$ cat src/rtl/pixel_pkg.sv
// Shared types and constants for the pixel writer: request record, FSM states,
// default framebuffer geometry and the linear address helper.
package pixel_pkg;

  localparam int unsigned DEF_FB_W = 640;
  localparam int unsigned DEF_FB_H = 480;
  localparam int unsigned COORD_W  = 11;

  typedef struct packed {
    logic [COORD_W-1:0] x;
    logic [COORD_W-1:0] y;
    logic               color;
  } pixel_req_t;

  typedef enum logic [1:0] {
    S_RUN,
    S_DRAIN,
    S_CLEAR
  } writer_state_t;

  // Full 32-bit y*w + x; callers truncate to their address width.
  function automatic logic [31:0] lin_addr(input logic [COORD_W-1:0] x,
                                           input logic [COORD_W-1:0] y,
                                           input int unsigned w);
    return 32'(y) * w + 32'(x);
  endfunction

endpackage

$ cat src/rtl/pixel_fifo.sv
// Synchronous FIFO of pixel requests with a registered occupancy counter.
// Push while full is accepted only when a pop happens in the same cycle.
module pixel_fifo
  import pixel_pkg::*;
#(
  parameter int unsigned DEPTH = 8
) (
  input  logic       clk,
  input  logic       reset,
  input  logic       push,
  input  pixel_req_t push_data,
  input  logic       pop,
  output pixel_req_t head,
  output logic       full,
  output logic       empty
);

  localparam int unsigned PTR_W = $clog2(DEPTH);
  localparam int unsigned CNT_W = PTR_W + 1;

  pixel_req_t       mem [DEPTH];
  logic [PTR_W-1:0] wr_ptr_q;
  logic [PTR_W-1:0] rd_ptr_q;
  logic [CNT_W-1:0] count_q;
  logic             do_push;
  logic             do_pop;

  assign empty   = (count_q == '0);
  assign full    = (count_q == CNT_W'(DEPTH));
  assign do_pop  = pop && !empty;
  assign do_push = push && (!full || do_pop);
  assign head    = mem[rd_ptr_q];

  always_ff @(posedge clk or negedge reset) begin
    if (!reset) begin
      wr_ptr_q <= '0;
      rd_ptr_q <= '0;
      count_q  <= '0;
    end else begin
      if (do_push) wr_ptr_q <= wr_ptr_q + 1'b1;
      if (do_pop)  rd_ptr_q <= rd_ptr_q + 1'b1;
      if (do_push && !do_pop) begin
        count_q <= count_q + 1'b1;
      end else if (!do_push && do_pop) begin
        count_q <= count_q - 1'b1;
      end
    end
  end

  // Storage needs no reset; occupancy alone defines validity.
  always_ff @(posedge clk) begin
    if (do_push) mem[wr_ptr_q] <= push_data;
  end

endmodule

$ cat src/rtl/pixel_writer.sv
// Commits (x, y, color) pixel requests to a 1-bpp framebuffer port, clipping
// off-screen requests and offering a whole-screen clear to 0.
module pixel_writer
  import pixel_pkg::*;
#(
  parameter int unsigned FB_W       = DEF_FB_W,
  parameter int unsigned FB_H       = DEF_FB_H,
  parameter int unsigned FIFO_DEPTH = 8,
  parameter int unsigned ADDR_W     = 19
) (
  input  logic              clk,
  input  logic              reset,
  input  logic              in_valid,
  output logic              in_ready,
  input  logic [10:0]       in_x,
  input  logic [10:0]       in_y,
  input  logic              in_color,
  input  logic              clear_req,
  output logic              clear_busy,
  output logic              mem_we,
  output logic [ADDR_W-1:0] mem_addr,
  output logic              mem_data,
  input  logic              mem_ready,
  output logic [15:0]       drop_count
);

  localparam int unsigned       FB_PIXELS = FB_W * FB_H;
  localparam logic [ADDR_W-1:0] LAST_ADDR = ADDR_W'(FB_PIXELS - 1);

  writer_state_t     state_q, state_d;
  logic [ADDR_W-1:0] clr_cnt_q, clr_cnt_d;
  logic              out_valid_q;
  logic [ADDR_W-1:0] out_addr_q;
  logic              out_data_q;
  logic [15:0]       drop_q;

  pixel_req_t fifo_wdata;
  pixel_req_t fifo_head;
  logic       fifo_full;
  logic       fifo_empty;
  logic       fifo_push;
  logic       fifo_pop;
  logic       xfer;
  logic       on_screen;

  // Gated by reset so nothing is offered while reset is held.
  assign in_ready  = reset && (state_q == S_RUN) && !fifo_full;
  assign xfer      = in_valid && in_ready;
  assign on_screen = (32'(in_x) < FB_W) && (32'(in_y) < FB_H);
  assign fifo_push = xfer && on_screen;
  assign fifo_pop  = !fifo_empty && (!out_valid_q || mem_ready);

  assign fifo_wdata = '{x: in_x, y: in_y, color: in_color};

  pixel_fifo #(
    .DEPTH(FIFO_DEPTH)
  ) u_fifo (
    .clk      (clk),
    .reset    (reset),
    .push     (fifo_push),
    .push_data(fifo_wdata),
    .pop      (fifo_pop),
    .head     (fifo_head),
    .full     (fifo_full),
    .empty    (fifo_empty)
  );

  always_ff @(posedge clk or negedge reset) begin
    if (!reset) begin
      out_valid_q <= 1'b0;
      out_addr_q  <= '0;
      out_data_q  <= 1'b0;
    end else if (fifo_pop) begin
      out_valid_q <= 1'b1;
      out_addr_q  <= ADDR_W'(lin_addr(fifo_head.x, fifo_head.y, FB_W));
      out_data_q  <= fifo_head.color;
    end else if (mem_ready) begin
      out_valid_q <= 1'b0;
    end
  end

  always_ff @(posedge clk or negedge reset) begin
    if (!reset) begin
      drop_q <= '0;
    end else if (xfer && !on_screen && drop_q != 16'hFFFF) begin
      drop_q <= drop_q + 16'd1;
    end
  end

  always_ff @(posedge clk or negedge reset) begin
    if (!reset) begin
      state_q   <= S_RUN;
      clr_cnt_q <= '0;
    end else begin
      state_q   <= state_d;
      clr_cnt_q <= clr_cnt_d;
    end
  end

  always_comb begin
    state_d   = state_q;
    clr_cnt_d = clr_cnt_q;
    unique case (state_q)
      S_RUN: begin
        if (clear_req) state_d = S_DRAIN;
      end
      S_DRAIN: begin
        if (fifo_empty && !out_valid_q) begin
          state_d   = S_CLEAR;
          clr_cnt_d = '0;
        end
      end
      S_CLEAR: begin
        if (mem_ready) begin
          if (clr_cnt_q == LAST_ADDR) state_d = S_RUN;
          else                        clr_cnt_d = clr_cnt_q + 1'b1;
        end
      end
      default: state_d = S_RUN;
    endcase
  end

  // The clear sweep owns the memory port; the pixel path is idle by then.
  always_comb begin
    mem_we   = out_valid_q;
    mem_addr = out_addr_q;
    mem_data = out_data_q;
    if (state_q == S_CLEAR) begin
      mem_we   = 1'b1;
      mem_addr = clr_cnt_q;
      mem_data = 1'b0;
    end
  end

  assign clear_busy = (state_q != S_RUN);
  assign drop_count = drop_q;

endmodule

$ cat config.mk
export PLATFORM = sky130hd
export DESIGN_NAME = pixel_writer
export DESIGN_NICKNAME = d
export VERILOG_FILES = /design/src/rtl/pixel_pkg.sv /design/src/rtl/pixel_fifo.sv /design/src/rtl/pixel_writer.sv
export SDC_FILE = /design/constraint.sdc
export NUM_CORES = 1
export LEC_CHECK = 0
export ABC_AREA = 0
export CAP_MARGIN = 30
export CORE_ASPECT_RATIO = 0.6
export CORE_UTILIZATION = 40
export CTS_CLUSTER_SIZE = 30
export DETAILED_ROUTE_END_ITERATION = 6
export GPL_ROUTABILITY_DRIVEN = 0
export GPL_TIMING_DRIVEN = 0
export PLACE_DENSITY = 0.66
export SYNTH_ARGS = -nofsm -noshare
export SYNTH_HDL_FRONTEND = slang
export SYNTH_HIERARCHICAL = 1
export SYNTH_SLANG_ARGS = --single-unit
$ cat constraint.sdc
create_clock -name clk -period 4.2 [get_ports clk]
set_input_delay 0.63 -clock clk [delete_from_list [all_inputs] [get_ports clk]]
set_output_delay 0.63 -clock clk [all_outputs]
set_load 0.03 [all_outputs]
Yosys cells after proc, flatten, opt, wreduce, memory -nomap -nowiden

Memory sizes are Yosys's and may differ from the RTL's.
Index checks and enable logic that the tools add are counted.

Register bits: 68
Bits in writable memories: 184
Memories kept: 1

Add/sub/neg operators: 7
$mul: 1
Magnitude comparators: 2
Eq/ne operators: 10
Muxes and demuxes: 18
Reductions and logical operators: 29

Memory list:

| name       | words | width | read ports | clocked after Yosys merged registers in | write ports | RTL line         | RTL |
|---|---|---|---|---|---|---|---|
| u_fifo.mem | 8     | 23    | 1          | 0                                       | 1           | pixel_fifo.sv:21 | `pixel_req_t mem [DEPTH];` |

Operator list:

| cell                    | number |
|---|---|
| $mux W19                | 4 |
| $pmux W19 S2            | 1 |
| $add A19 B1 Y19 const B | 1 |
| $add A19 B11 Y19        | 1 |
| $eq A19 B19 Y1 const B  | 1 |
| $add A16 B1 Y16 const B | 1 |
| $ne A16 B16 Y1 const B  | 1 |
| $logic_and A1 B1 Y1     | 13 |
| $mul A11 B3 Y12 const B | 1 |
| $lt A11 B10 Y1 const B  | 1 |
| $lt A11 B9 Y1 const B   | 1 |
| $ne A2 B2 Y1 const B    | 5 |
| $mux W2                 | 4 |
| $mux W4                 | 2 |
| $reduce_and A4 Y1       | 2 |
| $reduce_bool A2 Y1      | 4 |
| $add A3 B1 Y3 const B   | 2 |
| $logic_not A1 Y1        | 6 |
| $mux W1                 | 6 |
| $pmux W2 S3             | 1 |
| $add A4 B1 Y4 const B   | 1 |
| $eq A4 B4 Y1 const B    | 1 |
| $logic_not A4 Y1        | 1 |
| $sub A4 B1 Y4 const B   | 1 |
| other kinds (4)         | 5 |

Depth between registers and ports, before layout

Word-level depth: 10
Depth in mapped cells: 13
Gate-level depth less buffers: 12

Cells and area by module

Netlist, hierarchy kept.

Modules (own cells, without submodules):

| module       | instances | cells each | area each (µm²) |
|---|---|---|---|
| pixel_fifo   | 1         | 329        | 7559.8 |
| pixel_writer | 1         | 381        | 3607.2 |

Least setup slack after synthesis

No wires, ideal clock.

Path type: reg-to-reg
Start: register u_fifo.count_q[0]
End: memory u_fifo/mem[0][0] in the netlist's numbering (enable)
Library setup time: 0.461 ns
Arrival time: 3.979 ns
Slack: -0.240 ns
Cell stages (with the launch flop): 7
Buffers on the path: 0
Clock period less this slack: 4.440 ns
Cells stage by stage: dfrtp_1 -> or4b_4 -> inv_2 -> or4b_4 -> nor3_1 -> o21ai_4 -> nor4_1

Longest elaborated chain between the ends: 8
Elaborated cells between the ends (all ways): 13

Ends and longest elaborated chain:

| element                       | RTL line           | RTL |
|---|---|---|
| from (decl)                   | pixel_fifo.sv:24   | `logic [CNT_W-1:0] count_q;` |
| from (signal assigned)        | pixel_fifo.sv:43   | `count_q <= count_q + 1'b1;` |
| from (signal assigned)        | pixel_fifo.sv:45   | `count_q <= count_q - 1'b1;` |
| $eq A4 B4 Y1                  | pixel_fifo.sv:29   | `assign full = (count_q == CNT_W'(DEPTH));` |
| via fifo_full                 | pixel_writer.sv:39 | `logic fifo_full;` |
| $logic_not A1 Y1              | pixel_writer.sv:47 | `assign in_ready = reset && (state_q == S_RUN) && !fifo_full;` |
| $logic_and A1 B1 Y1           | pixel_writer.sv:47 |  |
| $logic_and A1 B1 Y1           | pixel_writer.sv:48 | `assign xfer = in_valid && in_ready;` |
| $logic_and A1 B1 Y1           | pixel_writer.sv:50 | `assign fifo_push = xfer && on_screen;` |
| via fifo_push                 | pixel_writer.sv:41 | `logic fifo_push;` |
| $logic_and A1 B1 Y1           | pixel_fifo.sv:31   | `assign do_push = push && (!full \|\| do_pop);` |
| $mux W1                       | pixel_fifo.sv:52   | `if (do_push) mem[wr_ptr_q] <= push_data;` |
| $mux W1 (implied by the code) | pixel_fifo.sv:52   |  |
| to (decl)                     | pixel_fifo.sv:21   |  |

The timed path passes the listed nets, and every way through them passes these cells.

==> flow_summary.toml <==
[timing]
fin_setup_tns_ns = 0
post-route-period-util = 0.953
finalHoldViolCount = 0
setup_violations = 0
worstMarginPinSlew_ns = 0.987
holdWs_ns = 0.479
finClkSkew_ns = 0.0294
slew_violations = 0
fmax_mhz = 250
relSlewSlack = 0.338
period_minus_slack_ns = 4.00

[logic_synthesis]
avgSynthCellArea_um2 = 15.7
synth_edf_count = 184
synthCells = 710
ys_seq_elements = 252
synth_area_leaders = "edfxtp_1 49%, dfrtp_1 15%, mux4_2 9.3%"
synth_top_cell_by_area = "edfxtp_1"
syn_nets = 769
seq_area_frac_synth = 0.647
yosysWarnings = 6
synth_top_area_frac = 0.495
yosysUniqueCellTypes = 58
async_flop_share = 0.270
syn_area_um2 = 11200
synth-main-ff-cell = "edfxtp_1"

[route]
drt_iter0_markers = 460
wl_um = 24000
highest_layer = "met4"
wl_met3_um = 1200
met1_length_um = 12400
via_count = 6365
ant_nets = 0
route.met2.wl_um = 10100
first_pass_iters = 5
wire_per_inst_um = 20.1
drc = 0
vias_per_cell = 5.32

[setup_path]
cp.required_ns = 4.64
worstReg2RegStart = "u_fifo/rd_ptr_q[0]"
crit_fanout = 6
rr_worst_depth = 13
start_kind = "register"
end_kind = "register"
r2r_setup_slack_ns = 0.20
setup.worst_path.start = "u_fifo/rd_ptr_q[0]"
path_class = "reg -> reg"
r2r-end = "out_addr_q[18]"
setup.worst_path.end = "out_addr_q[18]"
cp.arrival_ns = 4.45

[final_layout]
final_cell_mix = "184 x edfxtp_1, 68 x dfrtp_1, 65 x clkdlybuf4s50_1"
drive_above_1_share = 0.225
layout.cells.non_filler = 1197
final_common_cell = "edfxtp_1"
antenna_cells = 0
nets = 878
area_growth_pct = 20.2

[cts]
clkLatencyLatePin_ns = 0.54
htree_levels = 1
cts_tree = "done"
clk_path_buf_depth = 3
cts.sinks = 252
cts_buffers = 24
cts.root.buffer_cell = "clkbuf_16"
clk_pin_slew_worst_paths_ns = 0.06

[die]
fp.dieArea_um2 = 28600
fp.dieW_um = 218
ios = 67
die_h_um = 131
rows = 46
start_util = 0.415
coreArea_um2 = 26900

[placed_design]
port_buffers = 66
dp.cells = 1147
place_hpwl_um = 16300

[power_and_ir_drop]
leakagePower_nw = 4.77
power.density_nw_per_um2 = 749
p_total_mw = 10.1
peakVddDrop_mv = 0.516

[grt]
grt_max_degree = 62
first_global_vias = 6062
grt-ovfl-total = 0
grt_pass1_wl_um = 36900
antenna_found_initial = 0
grt_usage = 0.169

[flow_run]
drv_cap = 0

[worst_hold_path]
hold_path_class = "reg -> reg"

[outcome]
outcome = "complete, no violations"
[worst max-delay path: stages (launching register included)]
cell      delay [ns]
dfrtp_1         0.42
buf_12          0.16
buf_12          0.12
mux4_2          0.52
mux2_2          0.35
ha_1            0.29
ha_1            0.25
fa_2            0.39
a21o_1          0.24
a221oi_4        0.30
xnor2_2         0.18
nand4_1         0.13
or3_1           0.39
a31oi_1         0.16
[repair_timing]
| action | in CTS | in global routing |
|---|---|---|
| pin swaps | 0 | 2 |
| hold buffers | 1 | 0 |
| buffers inserted | 0 | 4 |
| endpoints found under the hold margin | 8 | 0 |
| endpoints found under the setup margin | 4 | 9 |
| resized for setup | 12 | 17 |
| cloned | 0 | 1 |
[registers in the layout, summed over array words and instances, names as in the netlist]
name,flops
drop_count,16
u_fifo/wr_ptr_q,3
u_fifo/count_q,4
state_q,2
u_fifo/mem,184
u_fifo/rd_ptr_q,3
out_data_q,1
out_valid_q,1
out_addr_q,19
clr_cnt_q,19
[cell usage after synthesis, types with 4 or more instances]
cell type	instances
nand3_1	18
dfrtp_1	68
buf_6	4
a21o_1	4
nand2b_1	5
edfxtp_1	184
xor2_1	12
or3_1	4
o211ai_1	5
and3_1	7
nor2_1	32
mux4_2	46
nor3_1	14
mux2_2	43
xnor2_1	37
nand4_1	13
nor4_1	4
inv_1	18
o21ai_0	20
clkbuf_1	16
ha_1	28
a21oi_1	10
nand2_1	62
[layout make-up]
cell class              count  area [um2]
plain buffers              25         175
clock buffers              33         679
clock inverters            11        77.6
fillers                  2261       13500
inverters                  20        75.1
multi-input cells         413        3860
flip-flops and latches    252        7230
well taps                 360         450
repair buffers             83         880
[how the worst min path moves through the flow]
stage / cells after the start / to / startpoint / slack, ns
6_report: 2 / out_addr_q[0] / out_addr_q[0] / 0.48
4_1_cts: 2 / clr_cnt_q[14] / reset / 0.47
3_5_place_dp: 2 / out_addr_q[2] / out_addr_q[2] / 0.46
2_1_floorplan: 0 / clr_cnt_q[0] / reset / 0.33
3_3_place_gp: 2 / out_addr_q[2] / out_addr_q[2] / 0.46
5_1_grt: 2 / out_addr_q[2] / out_addr_q[2] / 0.51
[cell families (layout without fill, tap and decap cells)]
group                    count (synthesis)  in the layout  share of synthesized area
XOR/XNOR                                49             49                     0.0384
multiplexers                            95             95                      0.142
flip-flops                             252            252                      0.647
AND/OR/NAND/NOR                        180            180                     0.0818
buffers and inverters                   45            172                     0.0187
AO/OA/AOI/OAI                           58             58                     0.0350
adder cells (fa/ha/maj)                 31             31                     0.0368
[routing by layer]
metal | global-route usage | vias up
met5 | 0 | -
li1 | - | 2953
met3 | 0.0322 | 21
met1 | 0.275 | 3233
met2 | 0.234 | 158
met4 | 0.0301 | 0
[stage by stage]
stage                     utilization  setup WS [ns]  area [um2]
after floorplan                     -          0.288       11200
final                           0.499          0.196       13400
after CTS                       0.493        0.00110       13300
after detailed placement        0.463         -0.417       12500
after global routing            0.499        -0.0299       13400
after global placement          0.456          -4.49       12300
[power by group]
group / internal (mW) / leakage (nW) / switching, mW / total [mW]
sequential: 2.87 / 2.53 / 0.161 / 3.03
clock: 1.15 / 0.373 / 0.945 / 2.09
combinational: 2.28 / 1.87 / 2.66 / 4.93
No activity file was read; power rests on OpenSTA's default activity.
==> edit 1, RTL diff (same flow settings) <==
Make the reset (`reset`) synchronous in 4 clocked blocks.
--- a/src/rtl/pixel_fifo.sv
+++ b/src/rtl/pixel_fifo.sv
@@ -31,7 +31,7 @@
   assign do_push = push && (!full || do_pop);
   assign head    = mem[rd_ptr_q];
 
-  always_ff @(posedge clk or negedge reset) begin
+  always_ff @(posedge clk) begin
     if (!reset) begin
       wr_ptr_q <= '0;
       rd_ptr_q <= '0;
--- a/src/rtl/pixel_writer.sv
+++ b/src/rtl/pixel_writer.sv
@@ -65,7 +65,7 @@
     .empty    (fifo_empty)
   );
 
-  always_ff @(posedge clk or negedge reset) begin
+  always_ff @(posedge clk) begin
     if (!reset) begin
       out_valid_q <= 1'b0;
       out_addr_q  <= '0;
@@ -79,7 +79,7 @@
     end
   end
 
-  always_ff @(posedge clk or negedge reset) begin
+  always_ff @(posedge clk) begin
     if (!reset) begin
       drop_q <= '0;
     end else if (xfer && !on_screen && drop_q != 16'hFFFF) begin
@@ -87,7 +87,7 @@
     end
   end
 
-  always_ff @(posedge clk or negedge reset) begin
+  always_ff @(posedge clk) begin
     if (!reset) begin
       state_q   <= S_RUN;
       clr_cnt_q <= '0;
Function: differs if reset is asserted again (counterexample within 4 cycles, from zero or initial values and one cycle with reset low); with reset held inactive, the same outputs for 4 cycles.
==> edit 1 against the unedited design <==
Sequential share of layout area shrank 1.8 points. Worst setup slack lost 34 ps. Largest cell class unchanged. Design area shrank 0.57%. Die area shrank 1.3%. Synthesized area shrank 1.4%. Wire length grew 0.72%. Critical path type unchanged. Core utilization grew 0.14 points. Sequential cell count grew 3.
Power is not compared: it rests on default switching activity, and its combinational part moved more than twofold at a synthesized area within 25%.
==> edit 1: results (changes against the unedited design) <==
initial antenna violation count = 0 (unchanged)
largest net degree at the start of global routing = 24 (-61%)
Vias = 6570 (+3.2%)
CP delay by family, top = simple AND/OR/NAND/NOR gates
Max-Cap Viols = 0 (unchanged)
pre-CTS setup slack = -384 ps (+33.4 ps)
Clock Tree Root = clkbuf_16
first-pass GRT wire length = 37.5 mm (+1.7%)
status = complete, no violations
share of layout cells above drive strength 1 = 21.2% (-1.3 points)
top flop regs = u_fifo/mem (184), clr_cnt_q (19), out_addr_q (19)
syn nets = 799 (+3.9%)
port buffer count = 66 (unchanged)
number of global-route vias before repair = 6243 (+3.0%)
skew final = 17.1 ps (-12.3 ps)
Max FO, Critical Path = 10 (+4)
Total GRT Usage = 17.4% (+0.52 points)
Antenna Nets Post-Route = 0 (unchanged)
Cell Area, Placed = 12300 um2 (-1.2%)
Async SR Flop Fraction = 0% (-27 points)
slowest CP cell = or4_1
DPL Wire Length = 17.4 mm (+6.5%)
Synth Warn # = 6 (unchanged)
P_leak = 4.41 nW
DR pass1 iterations = 5 (unchanged)
# fillers = 2267 (+0.27%)
synth top area cells = edfxtp_1 50%, dfxtp_1 13%, mux4_2 9.4%
worst path arrival time = 4490 ps (+40 ps)
register area share after synthesis = 63.1% (-1.7 points)
relative slew slack = 39.6% (+5.8 points)
Max VDD drop = 0.000282 V
Post-synth top cells = 184 x edfxtp_1, 71 x dfxtp_1, 49 x nand2_1
number of DRC markers in iteration 0 = 586 (+27%)
Worst path max stage delay = 520 ps (about the same)
total CTS buffers = 24 (unchanged)
Avg WL per Cell = 19.8 um (-1.5%)
Fin. Hold Viols = 0 (unchanged)
Max clock buf depth = 3 (unchanged)
fin nets = 905 (+3.1%)
ys flop type = edfxtp_1
post-synthesis cell type count = 59 (+1.7%)
Hold Path Class = flop to flop
htree depth = 1 (unchanged)
[edit 1: changes by cell type after synthesis, moves of 9 or more]
cell,before,now
dfxtp_1,0,71
dfrtp_1,68,0
nor2_1,32,47
a21oi_1,10,24
nand2_1,62,49
xnor2_1,37,27
and2_1,0,9
xor2_1,12,21
[edit 1: cell families after synthesis]
| kind of cell | Yosys count | share of synthesized area, % |
|---|---|---|
| DFF | 255 | 63.1 |
| and+or+nand+nor | 193 | 8.92 |
| muxes | 92 | 14.1 |
| AOI/OAI and AO/OA | 73 | 4.65 |
| xor gates and xnor gates | 48 | 3.82 |
| buffers and inverters | 48 | 1.77 |
| adders and majority gates | 31 | 3.73 |
[edit 1: tightest hold or removal path, delay by kind of cell, from the launching register on]
kind             cells  cell delay (ps)
AND/OR/NAND/NOR      1               50
flip-flops           1              310
AO/OA/AOI/OAI        1               50
[edit 1: path summary, 6_finish.rpt]
check,depth (start not counted),end,startpoint,slack (ps)
max,13,out_addr_q[18],flop,160
min,2,out_addr_q[0],out_addr_q[0],450
max reg2reg,13,out_addr_q[18],flop,160
min reg2reg,2,out_addr_q[0],out_addr_q[0],450
[edit 1: layout make-up]
class | instances | area [um2] | share of cell area (%)
plain buffers | 28 | 183 | 1.37
clock buffers | 28 | 626 | 4.69
clock inverters | 16 | 269 | 2.01
inverters | 20 | 75.1 | 0.562
multi-input cells | 437 | 3980 | 29.8
flip-flops and latches | 255 | 6950 | 52.0
well taps | 360 | 450 | 3.37
repair buffers | 80 | 822 | 6.16
[edit 1: layer usage]
layer / routed length, um / GRT usage (%) / vias up
met4: 341 / 3.07 / 0
met5: 0 / 0 / -
met2: 10100 / 24.5 / 172
met1: 12300 / 27.8 / 3315
met3: 1480 / 3.52 / 30
li1: - / - / 3053
[edit 1: repair_timing]
| item | CTS | global route |
|---|---|---|
| setup buffers | 0 | 1 |
| gates resized for setup | 21 | 10 |
| pin swaps | 1 | 2 |
| hold buffers | 0 | 0 |
| cloned | 0 | 0 |
| endpoints found under the setup margin | 4 | 6 |
[edit 1: power breakdown]
| group | leakage [nW] | switching, W | internal [W] |
|---|---|---|---|
| registers | 2.23 | 0.0000206 | 0.00271 |
| logic | 1.75 | 0.000197 | 0.000136 |
| clock network | 0.434 | 0.000944 | 0.00150 |
| total | 4.41 | 0.00116 | 0.00435 |
[edit 1: stage by stage]
| stage | TNS, ps | instances | hold WS [ps] | total power (W) |
|---|---|---|---|---|
| after floorplan | 0 | 740 | 429 | 0.00297 |
| after global placement | -279810 | 1166 | 445 | 0.00311 |
| after detailed placement | -2270 | 1179 | 450 | 0.00312 |
| after CTS | 0 | 1223 | 458 | 0.00555 |
| after global routing | -5.01 | 1224 | 471 | 0.00569 |
| final | 0 | 1224 | 455 | 0.00551 |
==> edit 2, RTL diff (config.mk and constraints unchanged) <==
Made on the original files. `FIFO_DEPTH`: 8 -> 32.
--- a/src/rtl/pixel_writer.sv
+++ b/src/rtl/pixel_writer.sv
@@ -5,7 +5,7 @@
 #(
   parameter int unsigned FB_W       = DEF_FB_W,
   parameter int unsigned FB_H       = DEF_FB_H,
-  parameter int unsigned FIFO_DEPTH = 8,
+  parameter int unsigned FIFO_DEPTH = 32,
   parameter int unsigned ADDR_W     = 19
 ) (
   input  logic              clk,
Behaviour: same outputs for any inputs over 4 cycles, from zero or initial values and one cycle with reset low; that may be too few to reach the edited logic, so the function may still have changed.
==> edit 2 against the unedited design <==
The flow now finishes with violations (negative setup slack). Design area rose to 2.9 times the old value. Synthesized area rose to 2.9 times the old value. Worst setup slack got worse by 520 ps. Global-route usage rose by 3.8 points. Wire length rose to 3.6 times the old value. Sequential power rose to 3.0 times the old value. Final cell count rose to 2.6 times the old value. Clock skew rose by 8.0 ps. Total power rose to 3.0 times the old value. Combinational power rose to 2.9 times the old value. Sequential cell count rose by 558. Largest power group unchanged.
==> edit 2: results (changes against the unedited design) <==
Setup TNS = -28910 ps (-28910 ps)
number of DRC markers in iteration 0 = 2251 (+390%)
CP delay by family, top = compound AO/OA/AOI/OAI gates
total CTS buffers = 72 (+200%)
Clock Tree Root = clkbuf_16
Non-Filler Instances = 3100 (+160%)
slowest CP cell = fa_2
top flop regs = u_fifo/mem (736), clr_cnt_q (19), out_addr_q (19)
Max FO, Critical Path = 8 (+2)
Max VDD drop = 0.000816 V (+58%)
worst skew pair latency = 620 ps (+80 ps)
DPL Wire Length = 56.3 mm (+240%)
post-synthesis cell type count = 69 (+19%)
fin nets = 2044 (+130%)
setup ws final = -323 ps (-519 ps)
Total GRT Usage = 20.7% (+3.8 points)
syn nets = 1793 (+130%)
synth top area cells = edfxtp_1 68%, mux4_2 9.5%, dfrtp_1 5.7%
relative slew slack = 29.4% (-4.5 points)
first-pass GRT wire length = 123 mm (+230%)
Clock transition at path regs = 60 ps (about the same)
Post-synth top cells = 736 x edfxtp_1, 138 x mux4_2, 93 x mux2i_1
Cell Area, Placed = 35500 um2 (+180%)
worst path arrival time = 5000 ps (+550 ps)
placed cell count = 2899 (+150%)
number of global-route vias before repair = 17.5k (+190%)
Avg WL per Cell = 27.8 um (+38%)
status = finished with violations
initial antenna violation count = 5 (+5)
# fillers = 6409 (+180%)
syn_area_per_cell = 18.9 um2 (+20%)
skew final = 37.4 ps (+8.04 ps)
htree depth = 3 (+2)
largest net degree at the start of global routing = 42 (-32%)
register area share after synthesis = 73.4% (+8.7 points)
pre-CTS setup slack = -1400 ps (-983 ps)
Worst path max stage delay = 550 ps (+30 ps)
Async SR Flop Fraction = 9.14% (-18 points)
P_leak = 13.1 nW (+180%)
setup violators final = 180 (+180)
share of layout cells above drive strength 1 = 28.7% (+6.2 points)
failing checks = negative setup slack
Post-synth EDFFs = 736 (+300%)
Final Util = 49.2% (-0.65 points)
## edit 2: kinds of logic (layout without fill, tap and decap cells)
family | Yosys count | in the layout | share of synthesized area [%]
AOI/OAI and AO/OA | 225 | 225 | 5.07
xor gates and xnor gates | 57 | 57 | 1.53
adders and majority gates | 37 | 37 | 1.49
buffers and inverters | 112 | 414 | 1.83
DFF | 810 | 810 | 73.4
muxes | 253 | 253 | 13.1
other | 0 | 3 | 0
and+or+nand+nor | 234 | 235 | 3.52
## edit 2: power breakdown
part           total, W  internal (W)  switching, W
Sequential      0.00911       0.00898      0.000132
Clock           0.00654       0.00363       0.00291
Combinational    0.0143       0.00641       0.00784
Total            0.0299        0.0190        0.0109
## edit 2: per-layer routing
layer  up-vias  track usage (%)  routed length [um]
met5         -                0                   0
met2       926             26.7               34400
met1      9471             32.6               38800
met4         0             3.94                1220
met3        91             8.24               11700
li1       7531                -                   -
## edit 2: path summary, 6_finish.rpt
path / from / endpoint / slack [ps] / cells after the start
max in group asynchronous: reset / out_addr_q[16] / 2520 / 3
worst min register to register: out_addr_q[7] / out_addr_q[7] / 490 / 2
min in group asynchronous: reset / out_addr_q[15] / 550 / 3
worst max-delay path: u_fifo/rd_ptr_q[0] / out_addr_q[17] / -320 / 18
worst min-delay path: out_addr_q[7] / out_addr_q[7] / 490 / 2
worst max register to register: u_fifo/rd_ptr_q[0] / out_addr_q[17] / -320 / 18
## edit 2: repair_timing
item / 4_1_cts / 5_1_grt
gates cloned: 3 / 1
pin swaps: 37 / 31
resized for setup: 189 / 51
setup endpoints to repair: 130 / 480
endpoints found under the hold margin: 11 / 0
setup buffers: 35 / 31
hold buffers: 3 / 0
## edit 2: area by class of cell
type / instances / area share (%)
Sequential cell: 810 / 60.8
Multi-Input combinational cell: 807 / 22.8
Timing Repair Buffer: 178 / 5.06
Clock buffer: 90 / 4.88
Tap cell: 1066 / 3.39
Buffer: 86 / 1.90
Clock inverter: 36 / 0.892
Inverter: 24 / 0.235
Antenna cell: 3 / 0.0191
## edit 2: worst min-delay path: stages (launching register included)
cell and delay [ps]:
dfrtp_1 350, nand2_1 50, nand2_1 60
## edit 2: metrics by stage
stage	hold WS (ps)	power [W]
after detailed placement	472	0.0198
after floorplan	334	0.0163
after global placement	473	0.0194
final	486	0.0299
after global routing	526	0.0311
after CTS	488	0.0287
